## config.mk

```make
export PLATFORM = sky130hd
export DESIGN_NAME = udp_txrx_ctrl
export DESIGN_NICKNAME = d
export VERILOG_FILES = /design/src/rtl/udp_txrx_ctrl.sv
export SDC_FILE = /design/constraint.sdc
export NUM_CORES = 2
export LEC_CHECK = 0
export ABC_AREA = 1
export BUFFER_PORTS_ARGS = -buffer_cell sky130_fd_sc_hd__buf_2
export CORE_AREA = 2 2 611 856
export CTS_CLUSTER_SIZE = 28
export DETAILED_ROUTE_END_ITERATION = 7
export DIE_AREA = 0 0 613 858
export SKIP_LAST_GASP = 1
export SLEW_MARGIN = 20
export SYNTH_ARGS = -nofsm -noshare
export SYNTH_HDL_FRONTEND = slang
export SYNTH_SLANG_ARGS = --single-unit
```

## constraint.sdc

```tcl
create_clock -name clk_int -period 8 [get_ports clk_int]
set_input_delay 0.4 -clock clk_int [delete_from_list [all_inputs] [get_ports clk_int]]
set_output_delay 0.4 -clock clk_int [all_outputs]
set_load 0.1 [all_outputs]
```

## src/rtl/udp_txrx_ctrl.sv

```systemverilog
// rtl/udp_txrx_ctrl.sv - UDP RX/TX buffer controller with echo copy, periodic and one-shot TX
module udp_txrx_ctrl #(
    parameter int AWIDTH   = 6,
    parameter int PERIOD_W = 28
) (
    input  logic                clk_int,
    input  logic                rst_n,
    input  logic [1:0]          mode,
    input  logic [PERIOD_W-1:0] period,
    input  logic                tx_trig,
    input  logic                cpu_wr_en,
    input  logic [AWIDTH-1:0]   cpu_wr_addr,
    input  logic [31:0]         cpu_wr_data,
    input  logic                rxbuf_we,
    input  logic [AWIDTH-1:0]   rxbuf_addr,
    input  logic [31:0]         rxbuf_wdata,
    input  logic                rxbuf_cpu_grant,
    output logic                rxbuf_cpu_rel,
    input  logic                txbuf_cpu_grant,
    output logic                txbuf_cpu_rel,
    input  logic [AWIDTH-1:0]   txbuf_addr,
    output logic [31:0]         txbuf_rdata,
    output logic [15:0]         rx_len,
    output logic [15:0]         rx_pkt_cnt,
    output logic [15:0]         tx_pkt_cnt,
    output logic                tx_ovr,
    output logic                busy
);
    localparam int DEPTH = 2 ** AWIDTH;
    // Word-count arithmetic must hold 3 + (0xFFFF+3)/4 as well as DEPTH itself.
    localparam int LW = (AWIDTH + 1 > 17) ? AWIDTH + 1 : 17;

    typedef enum logic [1:0] {
        IDLE   = 2'd0,
        COPY   = 2'd1,
        RX_REL = 2'd2
    } state_t;

    state_t state, state_nxt;

    logic [31:0]         rx_mem [DEPTH];
    logic [31:0]         tx_mem [DEPTH];
    logic                armed;
    logic [AWIDTH-1:0]   copy_idx;
    logic [LW-1:0]       len_words;
    logic [LW-1:0]       copy_len;
    logic                copy_last;
    logic                copy_done;
    logic [31:0]         copy_word;
    logic                accept;
    logic [PERIOD_W-1:0] timer;
    logic                timer_run;
    logic                timer_hit;
    logic                tx_req;
    logic                tx_fire;
    logic                tx_pend;

    assign accept    = (state == IDLE) && rxbuf_cpu_grant && armed;
    assign len_words = ((LW'(rx_len) + LW'(3)) >> 2) + LW'(3);
    assign copy_len  = (len_words > LW'(DEPTH)) ? LW'(DEPTH) : len_words;
    assign copy_last = (LW'(copy_idx) == copy_len - LW'(1));

    assign timer_run = (mode == 2'b01) && (period != '0);
    assign timer_hit = timer_run && (timer == period - PERIOD_W'(1));

    assign tx_req  = copy_done || timer_hit || ((mode == 2'b10) && tx_trig);
    assign tx_fire = tx_pend && txbuf_cpu_grant && (state != COPY);

    assign rxbuf_cpu_rel = (state == RX_REL);
    assign busy          = (state != IDLE) || tx_pend;
    assign txbuf_rdata   = tx_mem[txbuf_addr];

    // Stack writes land in the RX buffer unconditionally.
    always_ff @(posedge clk_int) begin
        if (rxbuf_we) begin
            rx_mem[rxbuf_addr] <= rxbuf_wdata;
        end
    end

    // TX buffer: the echo copy owns the write port while copying; CPU writes are dropped then.
    always_ff @(posedge clk_int) begin
        if (state == COPY) begin
            tx_mem[copy_idx] <= copy_word;
        end else if (cpu_wr_en) begin
            tx_mem[cpu_wr_addr] <= cpu_wr_data;
        end
    end

    // Echo header rewrite: swap ports into the TX header and insert the payload length.
    always_comb begin
        copy_word = rx_mem[copy_idx];
        if (copy_idx == AWIDTH'(1)) begin
            copy_word = {rx_mem[2][15:0], rx_mem[1][15:0]};
        end else if (copy_idx == AWIDTH'(2)) begin
            copy_word = {16'h0000, rx_len};
        end
    end

    // FSM state register.
    always_ff @(posedge clk_int or negedge rst_n) begin
        if (!rst_n) begin
            state <= IDLE;
        end else begin
            state <= state_nxt;
        end
    end

    // FSM next state; copy completion is flagged on the last copy cycle.
    always_comb begin
        state_nxt = state;
        copy_done = 1'b0;
        case (state)
            IDLE: begin
                if (accept) begin
                    state_nxt = (mode == 2'b11) ? COPY : RX_REL;
                end
            end
            COPY: begin
                if (copy_last) begin
                    copy_done = 1'b1;
                    state_nxt = RX_REL;
                end
            end
            RX_REL:  state_nxt = IDLE;
            default: state_nxt = IDLE;
        endcase
    end

    // RX episode bookkeeping: arming, length latch, packet count and copy index.
    always_ff @(posedge clk_int or negedge rst_n) begin
        if (!rst_n) begin
            armed      <= 1'b1;
            rx_len     <= 16'h0000;
            rx_pkt_cnt <= 16'h0000;
            copy_idx   <= '0;
        end else begin
            if (!rxbuf_cpu_grant) begin
                armed <= 1'b1;
            end else if (accept) begin
                armed <= 1'b0;
            end
            if (accept) begin
                rx_len     <= rx_mem[1][31:16];
                rx_pkt_cnt <= rx_pkt_cnt + 16'd1;
                copy_idx   <= '0;
            end else if ((state == COPY) && !copy_last) begin
                copy_idx <= copy_idx + AWIDTH'(1);
            end
        end
    end

    // Periodic timer, held at zero unless periodic mode with a non-zero period.
    always_ff @(posedge clk_int or negedge rst_n) begin
        if (!rst_n) begin
            timer <= '0;
        end else if (timer_run && !timer_hit) begin
            timer <= timer + PERIOD_W'(1);
        end else begin
            timer <= '0;
        end
    end

    // TX pending/release: requests coalesce; overrun flagged only when no release absorbs it.
    always_ff @(posedge clk_int or negedge rst_n) begin
        if (!rst_n) begin
            tx_pend       <= 1'b0;
            txbuf_cpu_rel <= 1'b0;
            tx_ovr        <= 1'b0;
            tx_pkt_cnt    <= 16'h0000;
        end else begin
            tx_pend       <= tx_req || (tx_pend && !tx_fire);
            txbuf_cpu_rel <= tx_fire;
            tx_ovr        <= tx_req && tx_pend && !tx_fire;
            if (tx_fire) begin
                tx_pkt_cnt <= tx_pkt_cnt + 16'd1;
            end
        end
    end

endmodule
```

After elaboration in Yosys (flattened, before gate mapping)
Memories as Yosys holds them, arrays and structs flattened.
Index checks and enable logic that the tools add are counted.
{"block": "totals", "ff_bits": 88, "latch_bits": 0, "ram_bits": 4096, "romBits": 0, "out_inout_bits": 84, "wordCells": 83, "mem_count": 2}
{"memory": "rx_mem", "words": 64, "width": 32, "rd": 3, "rd_ports_with_merged_regs": 0, "wr": 1, "line": "41", "source": "logic [31:0] rx_mem [DEPTH];"}
{"memory": "tx_mem", "words": 64, "width": 32, "rd": 1, "rd_ports_with_merged_regs": 0, "wr": 1, "line": "42", "source": "logic [31:0] tx_mem [DEPTH];"}
{"block": "op_classes", "addsub": 8, "mul": 0, "div_mod_pow": 0, "magnitude_cmp": 1, "eq_ne": 13, "shifts": 0, "mux": 24, "n_bitwise": 0, "reduce_logical": 25}
{"cell": "two-way mux 32 bit", "count": 3}
{"cell": "adder 16 x 1 -> 16 bit, second input constant", "count": 2}
{"cell": "OR reduction 32 bit", "count": 1}
{"cell": "adder 28 x 1 -> 28 bit, second input constant", "count": 1}
{"cell": "== test 28 bit", "count": 1}
{"cell": "two-way mux 28 bit", "count": 1}
{"cell": "nonzero test 28 bit", "count": 1}
{"cell": "subtractor 28 x 1 -> 28 bit, second input constant", "count": 1}
{"cell": "two-way mux 6 bit", "count": 3}
{"cell": "adder 16 x 2 -> 17 bit, second input constant", "count": 1}
{"cell": "== test 6 x 17 -> 1 bit", "count": 1}
{"cell": "subtractor 16 x 1 -> 17 bit, second input constant", "count": 1}
{"cell": "adder 15 x 2 -> 16 bit, second input constant", "count": 1}
{"cell": "greater-than comparator 16 x 7 -> 1 bit, second input constant", "count": 1}
{"cell": "two-way mux 16 bit", "count": 1}
{"cell": "logical AND 1 bit", "count": 12}
{"cell": "two-way mux 1 bit", "count": 12}
{"cell": "adder 6 x 1 -> 6 bit, second input constant", "count": 1}
{"cell": "== test 2 bit, second input constant", "count": 3}
{"cell": "== test 6 x 1 -> 1 bit, second input constant", "count": 1}
{"cell": "== test 6 x 2 -> 1 bit, second input constant", "count": 1}
{"cell": "two-way mux 2 bit", "count": 3}
{"cell": "== test 2 x 1 -> 1 bit, second input constant", "count": 2}
{"cell": "logical OR 1 bit", "count": 4}
{"cell": "7 further kinds", "count": 12}

Depth between registers and ports, before layout
{"block": "depth", "depth_word": 12, "mapped_depth": 29}

Worst setup path after synthesis
Ideal clock, no wire load.
{"block": "synth_path", "kind": "reg2reg", "startpoint": "register copy_idx[0]", "endpoint": "memory tx_mem[0][1], data pin", "t_arrival_ns": 5.056, "required_ns": 7.298, "setup_slack_ns": 2.242, "path_stages_with_launch": 14, "path_buffers": 7, "path_cell_list": "dfrtp_1 > buf_2 > inv_1 > clkbuf_1 > clkbuf_1 > buf_2 > buf_1 > ha_1 > nand3_1 > clkbuf_1 > clkbuf_1 > o211ai_1 > o21ai_0 > o21ai_0"}
{"block": "synth_via", "elab_chain_len": 4}
{"item": "from (decl)", "line": "44", "source": "logic [AWIDTH-1:0] copy_idx;"}
{"item": "from (signal assigned)", "line": "147", "source": "copy_idx <= copy_idx + AWIDTH'(1);"}
{"item": "memory (64 x 32 bit) / == test 6 x 2 -> 1 bit (equally long branches)"}
{"item": "two-way mux 32 bit", "line": "94", "source": "end else if (copy_idx == AWIDTH'(2)) begin"}
{"item": "two-way mux 32 bit *", "line": "92", "source": "if (copy_idx == AWIDTH'(1)) begin"}
{"item": "two-way mux 32 bit (no line) *"}
{"item": "to (decl)", "line": "42"}
Every way passes the cells marked *; elsewhere a longest branch is shown, timed or not.

Final worst setup path
{"block": "layout_path", "startpoint": "register copy_idx[0]", "endpoint": "memory tx_mem[57][15], data pin"}
Same word-level chain as after synthesis.

==> flow_summary_export.csv <==
group,metric,value,unit
yosys,yosysTopAreaCell,"edfxtp_1",
clocking,clock_path_buffers,4,
yosys,netlist.area_leader.share,74.3,%
global_route,antenna_found_initial,44,
clocking,clkLatencyLatePin,1.06,ns
sta,fin_setup_tns,0,ns
global_route,grtUsageMet3,3.19,%
cells_and_area,nNetsFinal,12900,
sta,relSlewSlack,13.4,%
routing,drc,0,
clocking,cts_max_level,5,
yosys,synth_edf_count,4096,
placed_design,dpl.hpwl,291000,µm
routing,route.vias.total,110000,
clocking,ctsRootBufferMaster,"clkbuf_16",
pwr,leakage,59.7,nW
setup_path,startpoint_type,"flop",
yosys,synthMostInstantiatedCell,"edfxtp_1",
cells_and_area,multi_input_area,0.0377,mm²
cells_and_area,n_fill_cell,49000,
clocking,cts_tree,"built",
sta,worst_slew_pin_slew,1.30,ns
routing,ant_nets,0,
yosys,postSynthCellCount,12700,
cells_and_area,final_core_util,36.6,%
global_route,grt_pass1_vias,103000,
sta,worst_slack,2.41,ns
cells_and_area,syn_to_final_growth,14.5,%
clocking,cts_buffers,399,
pwr,p_total,59.0,mW
global_route,grt_first_pass_wirelength,742000,µm
clocking,clk_pin_slew_worst_paths,0.06,ns
clocking,cts_num_sinks,4184,
yosys,async_flop_share,2.10,%
placed_design,post-place-ws,2.57,ns
cells_and_area,register_area,0.125,mm²
pwr,irDropWorstVdd,0.243,mV
routing,drtPass1Iterations,8,
global_route,grt_util_met1,24.1,%
floorplanning,initial_core_util,31.9,%
cells_and_area,final_cell_area,0.189,mm²
yosys,yosys-top-cells-count,"edfxtp_1 (4,096), nor2_1 (2,636), o21ai_0 (2,448)",
routing,detail_route.wl_per_cell,26.2,µm
yosys,synthTopCellsByArea,"edfxtp_1 (74%), o21ai_0 (7.4%), nor2_1 (6.0%)",
worst_hold_path,hp-class,"input port to flop",
sta,clock_skew,0.130,ns
yosys,syn_nets,12800,
global_route,grt_busiest_layer,"met2",
setup_path,crit_path_end_kind,"flop",
floorplanning,die-area,0.526,mm²
global_route,overflow,0,
yosys,yosys_warnings,0,
sta,finalCritPeriodShare,69.9,%
floorplanning,coreArea,0.518,mm²
yosys,synth-seq-cells,4184,
status,status,"completed",
sta,timing.hold.ws,0.0567,ns
pwr,power_density,311,mW/mm²
placed_design,place_inst,19300,
setup_path,required,8.76,ns
sta,final.min_clock_period,5.59,ns
setup_path,cp_data_arrival_time,6.35,ns
sta,grt_setup_unrepaired,"false",
sta,setup_violations,0,
floorplanning,die_h,858,µm
floorplanning,io_pins,203,
yosys,seq_area_frac_synth,75.6,%
routing,drt-initial-drc-count,13900,
setup_path,cp_max_fo,133,
floorplanning,die-width,613,µm
cells_and_area,final_cells,20100,
global_route,grt_max_degree,192,
cells_and_area,drive_gt1_share,10.3,%
placed_design,io_buffers,202,
routing,totalWireLength,526000,µm
routing,via_per_inst,5.46,
yosys,netlist_area,0.166,mm²
yosys,synth_cell_types,53,
sta,slew_violations,0,
setup_path,path_class,"flop to flop",
yosys,synth_area_per_cell,13.0,µm²
placed_design,gp_congestion,0.871,
global_route,use_met2,32.2,%
yosys,ys.flop_type,"edfxtp_1",
sta,final_hold_viol_count,0,
flow_run,drv_cap,0,
global_route,grt_util_all_layers,19.2,%
sta,max_freq,0.179,GHz
placed_design,placed_area,0.177,mm²
floorplanning,fp-row-count,313,
==> worst max-delay path, stage by stage (launching register included) <==
cell      delay, ns
dfrtp_4        0.56
inv_8          0.62
buf_4          0.50
o21ai_0        0.13
o22ai_1        0.16
nand2_1        0.09
nand3_1        0.11
a211oi_1       0.05
nor3_1         0.87
o32ai_1        0.21
nand2_1        0.10
o21ai_0        0.44
o21ai_4        0.94
buf_4          0.44
==> final cells by class <==
cell class	count	area share [%]
flip-flops and latches	4184	66.1
multi-input cells	7457	19.9
clock buffers	499	5.52
well taps	6930	4.58
repair buffers	580	2.37
clock inverters	237	1.15
inverters	159	0.339
diodes	18	0.0238
==> registers in the layout, summed over array words and instances (netlist names) <==
register / flops
tx_pend: 1
tx_mem: 2048
rx_pkt_cnt: 16
state: 2
tx_pkt_cnt: 16
rx_len: 16
armed: 1
rx_mem: 2048
txbuf_cpu_rel: 1
timer: 28
tx_ovr: 1
copy_idx: 6
==> placed cells by master, fill, tap and decap left out, drive strengths merged, types with 4 or more instances in the layout <==
cell	instances
nor3	39
clkbuf	499
nand4	84
clkinvlp	18
o211ai	19
a31oi	4
xnor2	25
a41oi	14
o22ai	1111
nor3b	10
o21ai	2453
edfxtp	4096
nand2	549
a22oi	17
clkinv	186
dfrtp	87
a221oi	54
nor2	2652
a22o	52
o32ai	47
diode	18
dlygate4sd3	19
nor4	12
inv	167
o221ai	18
xor2	64
a21oi	79
bufinv	25
nand3	108
buf	561
ha	11
a211oi	19
==> layer usage <==
| metal | vias to the layer above | wire length [µm] |
|---|---|---|
| met5 | - | 86 |
| met4 | 16 | 27800 |
| met3 | 1029 | 46400 |
| met2 | 5437 | 255000 |
| met1 | 55500 | 197000 |
| li1 | 47700 | - |
==> cells by family after synthesis <==
kind of cell / count (synthesis) / synth area share (%)
XOR/XNOR: 89 / 0.475
AO/OA/AOI/OAI: 3895 / 13.1
buffers and inverters: 1046 / 2.40
AND/OR/NAND/NOR: 3462 / 8.26
adder cells (fa/ha/maj): 11 / 0.0831
flip-flops: 4184 / 75.6
==> path summary, 6_finish.rpt <==
path | end | slack (ns) | start | cells after the start
min | rx_mem[47][17] | 0.06 | rxbuf_wdata[17] | 2
max reg2reg | tx_mem[57][15] | 2.41 | copy_idx[0] | 13
min reg2reg | tx_pkt_cnt[15] | 0.47 | tx_pkt_cnt[15] | 1
max in group asynchronous | copy_idx[0] | 6.48 | rst_n | 4
max | tx_mem[57][15] | 2.41 | copy_idx[0] | 13
min in group asynchronous | rx_pkt_cnt[0] | 0.46 | rst_n | 4
==> power by group <==
part	leakage, nW	total [mW]	internal, mW	switching, mW
combinational	15.5	13.2	2.76	10.5
clock	6.11	18.5	10.1	8.39
sequential	38.1	27.2	26.9	0.330
==> what timing repair did <==
action                    4_1_cts  5_1_grt
hold buffers                   17        3
resized for setup               0        0
hold endpoints to repair      190       60
setup buffers                   0        0
Power figures use the tool's default switching activity.
